$ cat config.mk
export PLATFORM = sky130hd
export DESIGN_NAME = key_debouncer
export DESIGN_NICKNAME = d
export VERILOG_FILES = /design/src/rtl/KeyDebounce_Pkg.sv /design/src/rtl/key_debounce_channel.sv /design/src/rtl/key_debouncer.sv
export SDC_FILE = /design/constraint.sdc
export NUM_CORES = 1
export LEC_CHECK = 0
export CORE_MARGIN = 1
export CORE_UTILIZATION = 64
export DETAILED_ROUTE_END_ITERATION = 10
export PLACE_DENSITY = 0.83
export SLEW_MARGIN = 20
export SYNTH_ARGS = -nofsm -noshare
export SYNTH_HDL_FRONTEND = slang
export SYNTH_SLANG_ARGS = --single-unit
$ cat constraint.sdc
create_clock -name Clock -period 6.4 [get_ports Clock]
set_input_delay 1.28 -clock Clock [delete_from_list [all_inputs] [get_ports Clock]]
set_output_delay 1.28 -clock Clock [all_outputs]
set_load 0.05 [all_outputs]
$ cat src/rtl/KeyDebounce_Pkg.sv
// Shared types and constants for the key debouncer: channel state encoding,
// synchroniser depth and the counter-width helper.
package KeyDebounce_Pkg;

  typedef enum logic [1:0] {
    KD_RELEASED,
    KD_PRESS_WAIT,
    KD_PRESSED,
    KD_RELEASE_WAIT
  } KeyDebState_t;

  localparam int unsigned SYNC_STAGES = 2;

  // Counter only has to reach DEBOUNCE_CYCLES-1, but never narrower than 1 bit.
  function automatic int unsigned kd_cnt_width(input int unsigned cycles);
    return (cycles > 1) ? $clog2(cycles) : 1;
  endfunction

endpackage

$ cat src/rtl/key_debounce_channel.sv
// Single-key path: 2-flop synchroniser, stability counter and debounce FSM
// with registered level, press/release pulses and busy flag.
module key_debounce_channel
  import KeyDebounce_Pkg::*;
#(
  parameter int unsigned DEBOUNCE_CYCLES = 300000
) (
  input  logic Clock,
  input  logic Reset,
  input  logic KeyRaw,
  output logic KeyClean,
  output logic PressPulse,
  output logic ReleasePulse,
  output logic Busy
);

  localparam int unsigned       CNT_W    = kd_cnt_width(DEBOUNCE_CYCLES);
  localparam logic [CNT_W-1:0]  CNT_LAST = CNT_W'(DEBOUNCE_CYCLES - 1);

  logic [SYNC_STAGES-1:0] sync_q;
  logic [SYNC_STAGES-1:0] sync_d;
  logic                   sync_lvl;
  logic [CNT_W-1:0]       cnt_q;
  logic [CNT_W-1:0]       cnt_d;
  KeyDebState_t           state_q;
  logic                   clean_q;
  logic                   press_q;
  logic                   release_q;
  logic                   busy_q;

  assign sync_d   = {sync_q[SYNC_STAGES-2:0], KeyRaw};
  assign sync_lvl = sync_q[SYNC_STAGES-1];
  assign cnt_d    = cnt_q + 1'b1;

  always_ff @(posedge Clock) begin
    if (Reset) begin
      sync_q    <= '1;
      cnt_q     <= '0;
      state_q   <= KD_RELEASED;
      clean_q   <= 1'b1;
      press_q   <= 1'b0;
      release_q <= 1'b0;
      busy_q    <= 1'b0;
    end else begin
      sync_q    <= sync_d;
      press_q   <= 1'b0;
      release_q <= 1'b0;
      unique case (state_q)
        KD_RELEASED: begin
          if (!sync_lvl) begin
            state_q <= KD_PRESS_WAIT;
            cnt_q   <= '0;
            busy_q  <= 1'b1;
          end
        end
        KD_PRESS_WAIT: begin
          if (sync_lvl) begin
            // Bounce: fall back to the stable level, nothing accumulates.
            state_q <= KD_RELEASED;
            cnt_q   <= '0;
            busy_q  <= 1'b0;
          end else if (cnt_q == CNT_LAST) begin
            state_q <= KD_PRESSED;
            clean_q <= 1'b0;
            press_q <= 1'b1;
            busy_q  <= 1'b0;
          end else begin
            cnt_q <= cnt_d;
          end
        end
        KD_PRESSED: begin
          if (sync_lvl) begin
            state_q <= KD_RELEASE_WAIT;
            cnt_q   <= '0;
            busy_q  <= 1'b1;
          end
        end
        KD_RELEASE_WAIT: begin
          if (!sync_lvl) begin
            state_q <= KD_PRESSED;
            cnt_q   <= '0;
            busy_q  <= 1'b0;
          end else if (cnt_q == CNT_LAST) begin
            state_q   <= KD_RELEASED;
            clean_q   <= 1'b1;
            release_q <= 1'b1;
            busy_q    <= 1'b0;
          end else begin
            cnt_q <= cnt_d;
          end
        end
      endcase
    end
  end

  assign KeyClean     = clean_q;
  assign PressPulse   = press_q;
  assign ReleasePulse = release_q;
  assign Busy         = busy_q;

endmodule

$ cat src/rtl/key_debouncer.sv
// Debounces NUM_KEYS active-low push buttons; one fully independent channel
// per key, outputs simply concatenated.
module key_debouncer
  import KeyDebounce_Pkg::*;
#(
  parameter int unsigned NUM_KEYS        = 4,
  parameter int unsigned DEBOUNCE_CYCLES = 300000
) (
  input  logic                Clock,
  input  logic                Reset,
  input  logic [NUM_KEYS-1:0] KeysRaw,
  output logic [NUM_KEYS-1:0] KeysClean,
  output logic [NUM_KEYS-1:0] PressPulse,
  output logic [NUM_KEYS-1:0] ReleasePulse,
  output logic [NUM_KEYS-1:0] Busy
);

  for (genvar g = 0; g < NUM_KEYS; g++) begin : g_chan
    key_debounce_channel #(
      .DEBOUNCE_CYCLES (DEBOUNCE_CYCLES)
    ) u_chan (
      .Clock        (Clock),
      .Reset        (Reset),
      .KeyRaw       (KeysRaw[g]),
      .KeyClean     (KeysClean[g]),
      .PressPulse   (PressPulse[g]),
      .ReleasePulse (ReleasePulse[g]),
      .Busy         (Busy[g])
    );
  end

endmodule

Word level (Yosys, flattened, before mapping) --
Cells that the tools add are included. W data, S select, Z words.
Operators by class: reductions and logical operators 28, multiplexer cells 100, bitwise logic cells 12, $add $sub $neg 4, equality and inequality tests 48
Operators with widths (count):
- $mux W19 | 20
- $pmux W19 S4 | 4
- $add A19 B1 Y19 const B | 4
- $eq A19 B19 Y1 const B | 4
- $mux W2 | 24
- $mux W1 | 40
- $ne A2 B1 Y1 const B | 16
- $pmux W2 S4 | 4
- $reduce_or A3 Y1 | 8
- $reduce_and A5 Y1 | 4
- $eq A2 B2 Y1 const B | 8
- $ne A2 B2 Y1 const B | 8
- $pmux W1 S4 | 4
- $reduce_and A4 Y1 | 4
- $ne A3 B1 Y1 const B | 4
- $ne A3 B3 Y1 const B | 4
- $not A1 Y1 | 12
- $eq A2 B1 Y1 const B | 4
- $logic_not A2 Y1 | 4
- $pmux W1 S2 | 4
- $reduce_and A2 Y1 | 4
- $reduce_bool A2 Y1 | 4
Storage, ports and cells: logic and storage cells 220, input port bits 6, register bits 108

Longest topological paths before layout --
Gate-level depths: netlist of the first run.
depth in word-level cells 4, gate-level depth with buffers 8

Hierarchy --
A second synthesis of the first run with hierarchy kept.
Unflattened totals: cell total of the unflattened synthesis 631, area, all modules 5338.9 µm²
By module, submodules not included:
- key_debounce_channel (g_chan[0].u_chan ...) | area each 1336.3 µm², instances 3, cells an instance 157
- key_debounce_channel (g_chan[3].u_chan) | area each 1330.0 µm², instances 1, cells an instance 160

Worst setup path after synthesis of the first run --
No wires, ideal clock.
path type input port to flip-flop, from input port Reset, to register g_chan[0].u_chan.cnt_q[10], slack 4.255 ns, data required time 6.272 ns, arrival 2.018 ns, cell stages on the path 5, cell sequence inv_1 -> buf_2 -> nand3_1 -> clkbuf_1 -> nor2_1
RTL lines:
- start: declaration | RTL line key_debouncer.sv:10 | input logic Reset,
- end signal: assignment | RTL line key_debounce_channel.sv:68 | cnt_q <= cnt_d;
- end signal: assignment | RTL line key_debounce_channel.sv:89 | cnt_q <= cnt_d;
- end: declaration | RTL line key_debounce_channel.sv:23 | logic [CNT_W-1:0] cnt_q;

==> flow_metrics.tcl, run 1 <==
set metrics [dict create \
    final_core_util_pct 71.0 \
    clk_path_buf_depth 2 \
    rsz0062_at_grt "no" \
    max_freq_mhz 306 \
    final_hold_viol_count 0 \
    post_cts_resize_count 0 \
    htree_num_levels 3 \
    fin_crit_sh_pct 51.1 \
    async_reset_ff_share_pct 0 \
    layout-drive-gt1-share_pct 7.32 \
    drt_iter0_drc 125 \
    final_cell_area_um2 5600 \
    powerDensity_nw_per_um2 205 \
    gp_congestion 0.826 \
    synth_cells 617 \
    overflow 0 \
    fin_crit_ps 3270 \
    synth-compound-area-share_pct 12.6 \
    tns_ps 0 \
    die_h_um 93 \
    clock_skew_ps 10.1 \
    slowest_stage "nand3_1" \
    ir_drop_mv 0.122 \
    cts_setup_buffers 0 \
    drc 0 \
    wl_um 10300 \
    critPathKind "in2reg" \
    path_clk_slew_ps 100 \
    yosysWarnings 0 \
    status "completed" \
    crit_chain "clkdlybuf4s50_1 > buf_4 > inv_1 > nand3_1 > a211oi_1 > a31o_2" \
    combPwrFrac_pct 4.5 \
    placed_area_um2 5410 \
    grt_usage_pct 25.4 \
    finalWorstSetupSlack_ps 3130 \
    wl_met2_um 5160 \
    grt_pass1_vias 4097 \
    synth.cell_area_um2 5300 \
    syn_avg_cell_area_um2 8.59 \
    ys.flop_type "dfxtp_1" \
    switching_share_pct 23.6 \
    cts_buffers 9 \
    ys_seq_area_share_pct 40.8 \
    synth_edf_count 0 \
    cp-end-kind "register" \
    port_buffers 21 \
    wl_per_cell_um 14.3 \
    hold_path.class "reg2reg" \
    critPathLaunchType "primary input" \
    die_area_um2 8650 \
    tritoncts "done" \
    final_common_cell "dfxtp_1" \
    core_area_um2 7890 \
    cpPeakStageDelay_ps 610 \
    muxShareOfSynthArea_pct 1.32 \
    setup_viol 0 \
    viasPerCell 6.07 \
    synthAdderAreaFrac_pct 0.944 \
    leakagePower_nw 1.77 \
    hpwl_um 7150 \
    yosysUniqueCellTypes 63 \
    hp-start "g_chan[1].u_chan.sync_q[0]$_SDFF_PP1_" \
    cts.sinks 108 \
    ant_nets 0 \
    dr_total_vias 4351 \
    top_layer "met4" \
    met3_wirelength_um 401 \
    ys_ff_latch 108 \
    cp_num_buf_inv 3 \
    cts-root-buf "clkbuf_8" \
    arrival_ps 3590 \
    reg2reg_from "g_chan[3].u_chan.cnt_q[0]$_SDFFE_PP0P_" \
    crit_start "Reset" \
    hold_buffers 0 \
    cp.required_ps 6720 \
    pre_cts_ws_ps 2740 \
    die_x_um 93 \
    first_pass_iters 5 \
    grt_max_degree 43 \
    report.final.slew_viol_count 0 \
    p_seq_share_pct 59.6 \
    io_pins 22 \
    net-switching-power_uw 270 \
    num_antenna_cells 0 \
    syn_nets 627 \
    synth-xor-area-share_pct 8.92 \
    nets 620 \
    grt_pass1_wl_um 18200 \
    antenna_found_initial 0 \
    relSlewSlack_pct 41.7 \
    clk_latency_ps 370 \
    syn_to_final_growth_pct 5.67 \
    final_cell_mix "108 x dfxtp_1, 69 x nor2_1, 47 x nand2_1, 36 x nand3_1, 31 x xnor2_1" \
    max_cap_viol_count 0 \
    wl_met1_um 4560 \
    std_cell_rows 32 \
    initial_core_util_pct 67.2 \
    synth_simple_gate_area_share_pct 29.7 \
    synth_top_family_by_area "simple AND/OR/NAND/NOR gates" \
    p_int_uw 878 \
    clockPowerShare_pct 36.0 \
    crit_fanout 42 \
    cpLargestDelayFamily "buffers and inverters" \
    tightest_slew_ps 871 \
]
metrics by stage:
step | power [mW] | hold WS (ps) | instances
2_1_floorplan | 0.740 | 389 | 617
5_1_grt | 1.19 | 433 | 717
3_5_place_dp | 0.751 | 396 | 701
3_3_place_gp | 0.749 | 392 | 701
6_report | 1.15 | 417 | 717
4_1_cts | 1.16 | 420 | 717
area by class of cell:
class / instances / area (um^2)
inverter: 13 / 48.8
clock buffer: 11 / 131
tap: 102 / 128
sequential: 108 / 2160
clock inverter: 5 / 62.6
timing repair buffer: 24 / 233
multi-input combinational: 454 / 2840
fill: 634 / 2290
Yosys cell counts (6+ instances only):
library cell,count,share of area [%]
a2111oi_0,6,0.99
a211oi_1,11,1.6
a21oi_1,25,2.4
a31oi_1,7,0.83
and2_1,8,0.94
and3_1,14,1.7
and4_1,9,1.5
buf_4,17,2.4
clkbuf_1,17,1.2
dfxtp_1,108,41
inv_1,13,0.92
mux2i_1,7,1.3
nand2_1,47,3.3
nand3_1,36,3.4
nand3b_1,8,1.1
nand4_1,21,2.5
nor2_1,69,4.9
nor3_1,17,1.6
nor4_1,7,0.83
o211ai_1,7,0.99
o21ai_0,15,1.4
or2_2,13,1.5
or3_1,11,1.3
or4_1,6,0.85
xnor2_1,31,5.1
xor2_1,23,3.8
logic make-up after synthesis:
kind of cell / Yosys count
AO/OA/AOI/OAI: 99
AND/OR/NAND/NOR: 290
buffers and inverters: 55
flip-flops: 108
multiplexers: 7
XOR/XNOR: 54
adder cells (fa/ha/maj): 4
per-layer routing:
metal	GRT usage, %	vias up
met2	44.2	87
li1	-	2194
met3	4.96	15
met4	7.44	0
met5	0	-
met1	31.8	2055
power by group through the flow:
stage	Combinational (mW)	Sequential, mW	Clock, mW
2_1_floorplan	0.0427	0.697	0
3_3_place_gp	0.0499	0.699	0
3_5_place_dp	0.0512	0.700	0
4_1_cts	0.0513	0.684	0.423
5_1_grt	0.0553	0.685	0.452
6_report	0.0511	0.684	0.413
sequential cells by signal, indices dropped and copies added (netlist names), named ones only:
signal                      count
g_chan.u_chan.state_q           4
g_chan.u_chan.sync_q            8
g_chan.u_chan.KeyClean          4
g_chan.u_chan.Busy              4
g_chan.u_chan.PressPulse        4
g_chan.u_chan.cnt_q            76
g_chan.u_chan.ReleasePulse      4
final timing paths:
check                           depth (start not counted)                                      end  slack, ps
worst min-delay path                                    1    g_chan[1].u_chan.sync_q[1]$_SDFF_PP1_        420
worst min register to register                          1    g_chan[1].u_chan.sync_q[1]$_SDFF_PP1_        420
worst max-delay path                                    6  g_chan[0].u_chan.cnt_q[13]$_SDFFE_PP0P_       3130
worst max register to register                          6  g_chan[3].u_chan.cnt_q[17]$_SDFFE_PP0P_       3970
No activity file was read; power rests on OpenSTA's default activity.
==> run 2, diff against run 1 <==
--- a/config.mk
+++ b/config.mk
@@ -6,9 +6,9 @@
 export NUM_CORES = 1
 export LEC_CHECK = 0
 export CORE_MARGIN = 1
-export CORE_UTILIZATION = 64
+export CORE_UTILIZATION = 55
 export DETAILED_ROUTE_END_ITERATION = 10
-export PLACE_DENSITY = 0.83
+export PLACE_DENSITY = 0.76
 export SLEW_MARGIN = 20
 export SYNTH_ARGS = -nofsm -noshare
 export SYNTH_HDL_FRONTEND = slang
==> constraint.sdc (replaced) <==
create_clock -name Clock -period 2.88 [get_ports Clock]
set_input_delay 0.576 -clock Clock [delete_from_list [all_inputs] [get_ports Clock]]
set_output_delay 0.576 -clock Clock [all_outputs]
set_load 0.05 [all_outputs]
==> flow_metrics.tcl, run 2 (synthesis results as in run 1) <==
set metrics [dict create \
    status "completed" \
    drc 0 \
    crit_fanout 9 \
    relSlewSlack_pct 42.6 \
    clk_path_buf_depth 2 \
    std_cell_rows 35 \
    p_total_mw 2.59 \
    placed_area_um2 5480 \
    report.final.slew_viol_count 0 \
    leakagePower_nw 1.81 \
    wl_um 10600 \
    top_regs "g_chan.u_chan.cnt_q (76), g_chan.u_chan.sync_q (8)" \
    final_hold_viol_count 0 \
    final_core_util_pct 61.2 \
    cpLargestDelayFamily "simple AND/OR/NAND/NOR gates" \
    critPathKind "reg2reg" \
    die_area_um2 10000 \
    cp-end-kind "register" \
    hold_ws_ps 418 \
    initial_core_util_pct 57.1 \
    antenna_found_initial 0 \
    cp.required_ps 3180 \
    fin_crit_ps 2270 \
    grt_pass1_wl_um 18500 \
    die_h_um 100 \
    cts_buffers 9 \
    max_freq_mhz 441 \
    max_cap_viol_count 0 \
    final_cell_area_um2 5690 \
    post_cts_resize_count 0 \
    ir_drop_mv 0.285 \
    cts.sinks 108 \
    hpwl_um 7300 \
    die_x_um 100 \
    fin_crit_sh_pct 78.7 \
    ant_nets 0 \
    nets 625 \
    overflow 0 \
    clk_latency_ps 380 \
    cpPeakStageDelay_ps 540 \
    cp_num_buf_inv 0 \
    hold_path.class "reg2reg" \
    path_clk_slew_ps 100 \
    num_antenna_cells 0 \
    cts-root-buf "clkbuf_8" \
    final_common_cell "dfxtp_1" \
    wl_per_cell_um 14.1 \
    gp_congestion 0.866 \
    io_pins 22 \
    tightest_slew_ps 855 \
    port_buffers 21 \
    first_pass_iters 4 \
    final_cell_mix "108 x dfxtp_1, 69 x nor2_1, 47 x nand2_1, 36 x nand3_1, 31 x xnor2_1" \
    rsz0062_at_grt "no" \
    critPathLaunchType "register" \
    powerDensity_nw_per_um2 456 \
    cts_setup_buffers 0 \
    clock_skew_ps 12.1 \
    drt_iter0_drc 147 \
    layout-drive-gt1-share_pct 8.39 \
    core_area_um2 9280 \
    tritoncts "done" \
    crit_chain "ha_1 > and3_1 > nand2_1 > or4_1 > or4_1 > a31oi_1" \
    viasPerCell 5.84 \
    arrival_ps 2570 \
    top_register "g_chan.u_chan.cnt_q" \
    syn_to_final_growth_pct 7.27 \
    setup_viol 0 \
    grt_pass1_vias 4137 \
    slowest_stage "or4_1" \
    htree_num_levels 3 \
    largest_register_ffs 76 \
    grt_usage_pct 22.5 \
    dr_total_vias 4376 \
    hold_buffers 0 \
    path_common_cell "or4_1" \
    grt_max_degree 42 \
    tns_ps 0 \
]
## run 2: path summary, 6_finish.rpt
path / startpoint / endpoint / slack (ps) / cells after the start
worst min-delay path: g_chan[3].u_chan.sync_q[0]$_SDFF_PP1_ / g_chan[3].u_chan.sync_q[1]$_SDFF_PP1_ / 420 / 1
worst max-delay path: g_chan[1].u_chan.cnt_q[1]$_SDFFE_PP0P_ / g_chan[1].u_chan.cnt_q[16]$_SDFFE_PP0P_ / 610 / 6
worst max register to register: g_chan[1].u_chan.cnt_q[1]$_SDFFE_PP0P_ / g_chan[1].u_chan.cnt_q[16]$_SDFFE_PP0P_ / 610 / 6
worst min register to register: g_chan[3].u_chan.sync_q[0]$_SDFF_PP1_ / g_chan[3].u_chan.sync_q[1]$_SDFF_PP1_ / 420 / 1
## run 2: power breakdown
part | internal [mW] | switching, mW
combinational | 0.0397 | 0.0763
clock | 0.434 | 0.521
sequential | 1.51 | 0.0142
## run 2: worst register-to-register path, delay by kind of cell (launching register included)
kind,cells,cell delay (ps)
fa+ha+maj,1,220
simple gates,4,1380
flops,1,430
compound gates,1,160
## run 2: cell type report
type | instances | area (um^2)
Timing Repair Buffer | 29 | 270
Sequential cell | 108 | 2160
Clock buffer | 10 | 138
Fill cell | 818 | 3600
Multi-Input combinational cell | 454 | 2840
Tap cell | 129 | 161
Clock inverter | 6 | 70.1
Inverter | 13 | 48.8
## run 2: stage by stage
stage          std cells  setup WS (ps)
2_1_floorplan        617            819
3_3_place_gp         733            718
3_5_place_dp         733            642
4_1_cts              749            623
5_1_grt              749            448
6_report             749            613
## run 2: layer usage
metal  global-route usage, %  up-vias  wire (um)
met3                    6.69       11        433
met4                    6.47        0         92
met5                       0        -          0
met2                    37.6       74       5100
li1                        -     2205          -
met1                    28.1     2086       4930
==> run 3, diff against run 2 <==
--- a/config.mk
+++ b/config.mk
@@ -6,9 +6,9 @@
 export NUM_CORES = 1
 export LEC_CHECK = 0
 export CORE_MARGIN = 1
-export CORE_UTILIZATION = 55
+export CORE_UTILIZATION = 61
 export DETAILED_ROUTE_END_ITERATION = 10
-export PLACE_DENSITY = 0.76
+export PLACE_DENSITY = 0.8
 export SLEW_MARGIN = 20
 export SYNTH_ARGS = -nofsm -noshare
 export SYNTH_HDL_FRONTEND = slang
==> constraint.sdc (replaced) <==
create_clock -name Clock -period 2.3 [get_ports Clock]
set_input_delay 0.46 -clock Clock [delete_from_list [all_inputs] [get_ports Clock]]
set_output_delay 0.46 -clock Clock [all_outputs]
set_load 0.05 [all_outputs]
==> flow_metrics.tcl, run 3 (synthesis results as in run 1) <==
set metrics [dict create \
    post_cts_resize_count 0 \
    nets 636 \
    powerDensity_nw_per_um2 562 \
    wl_per_cell_um 14.6 \
    die_x_um 95.2 \
    wl_met1_um 5120 \
    dr_total_vias 4449 \
    cp.required_ps 2530 \
    final_cell_mix "108 x dfxtp_1, 69 x nor2_1, 47 x nand2_1, 36 x nand3_1, 31 x xnor2_1" \
    overflow 0 \
    cts_buffers 9 \
    fin_crit_ps 2180 \
    setup_viol 0 \
    top_layer "met4" \
    grt_pass1_wl_um 18300 \
    dp.cells 720 \
    gp_congestion 0.872 \
    grt_usage_pct 25.2 \
    grt_max_degree 31 \
    final_cells 736 \
    final_common_cell "dfxtp_1" \
    top_regs "g_chan.u_chan.cnt_q (76), g_chan.u_chan.sync_q (8)" \
    critPathKind "reg2reg" \
    tns_ps 0 \
    top_register "g_chan.u_chan.cnt_q" \
    core_area_um2 8300 \
    hold_buffers 0 \
    crit_fanout 6 \
    crit_chain "or4b_2 > nor4_2 > nand3_1 > mux2i_1 > o21ai_0" \
    std_cell_rows 33 \
    report.final.slew_viol_count 0 \
    final_cell_area_um2 5730 \
    max_cap_viol_count 0 \
    drc 0 \
    cp-end-kind "register" \
    layout-drive-gt1-share_pct 9.98 \
    slowest_stage "or4b_2" \
    fin_crit_sh_pct 94.8 \
    die_area_um2 9060 \
    cts_setup_buffers 0 \
    htree_num_levels 3 \
    critPathLaunchType "register" \
    syn_to_final_growth_pct 8.12 \
    arrival_ps 2410 \
    die_h_um 95.2 \
    ant_nets 0 \
    io_pins 22 \
    status "completed" \
    cts.sinks 108 \
    relSlewSlack_pct 55.4 \
    clk_path_buf_depth 2 \
    clk_latency_ps 370 \
    first_pass_iters 4 \
    hold_ws_ps 415 \
    hpwl_um 7490 \
    cts-root-buf "clkbuf_8" \
    final_hold_viol_count 0 \
    port_buffers 21 \
    p_total_mw 3.22 \
    met3_wirelength_um 523 \
    tightest_slew_ps 660 \
    initial_core_util_pct 63.9 \
    grt_pass1_vias 4002 \
    wl_met2_um 4910 \
    clock_skew_ps 10.1 \
    hold_path.class "reg2reg" \
    viasPerCell 6.04 \
    leakagePower_nw 1.86 \
    drt_iter0_drc 137 \
    ir_drop_mv 0.412 \
    wl_um 10700 \
    max_freq_mhz 459 \
    path_clk_slew_ps 100 \
    tritoncts "done" \
    cpPeakStageDelay_ps 620 \
    placed_area_um2 5530 \
    largest_register_ffs 76 \
    antenna_found_initial 0 \
    num_antenna_cells 0 \
    rsz0062_at_grt "no" \
]
## run 3: where the power goes
group | leakage (nW) | internal [mW] | switching (mW) | total (mW)
combinational | 0.891 | 0.0551 | 0.0987 | 0.154
clock | 0.101 | 0.511 | 0.652 | 1.16
sequential | 0.873 | 1.89 | 0.0182 | 1.90
total | 1.86 | 2.45 | 0.769 | 3.22
## run 3: area by class of cell
| cell class | count | area, um^2 |
|---|---|---|
| timing repair buffer | 40 | 353 |
| multi-input combinational | 454 | 2840 |
| sequential | 108 | 2160 |
| inverter | 13 | 48.8 |
| clock buffer | 9 | 124 |
| tap | 105 | 131 |
| fill | 668 | 2570 |
| clock inverter | 7 | 76.3 |
## run 3: worst max-delay path, delay by kind of cell, from the launching register on
kind | cells | cell delay [ps]
AOI/OAI and AO/OA | 1 | 140
and+or+nand+nor | 3 | 1200
DFF | 1 | 440
muxes | 1 | 260
## run 3: path summary, 6_finish.rpt
path / start / endpoint / slack (ps) / cells past startpoint
max: g_chan[1].u_chan.cnt_q[12]$_SDFFE_PP0P_ / g_chan[1].u_chan.KeyClean$_SDFFE_PP1P_ / 120 / 5
min: g_chan[1].u_chan.sync_q[0]$_SDFF_PP1_ / g_chan[1].u_chan.sync_q[1]$_SDFF_PP1_ / 420 / 1
max reg2reg: g_chan[1].u_chan.cnt_q[12]$_SDFFE_PP0P_ / g_chan[1].u_chan.KeyClean$_SDFFE_PP1P_ / 120 / 5
min reg2reg: g_chan[1].u_chan.sync_q[0]$_SDFF_PP1_ / g_chan[1].u_chan.sync_q[1]$_SDFF_PP1_ / 420 / 1
## run 3: routing by layer
layer  global-route usage (%)  vias to the layer above
li1                         -                     2223
met1                     33.5                     2100
met2                     41.7                      108
met3                     5.42                       18
met4                     6.19                        0
met5                        0                        -
## run 3: per-stage QoR
stage / util [%] / setup slack (ps)
3_5_place_dp: 66.6 / 213
4_1_cts: 69.0 / 162
2_1_floorplan: - / 239
6_report: 69.0 / 120
5_1_grt: 69.0 / 11.7
3_3_place_gp: 66.6 / 320
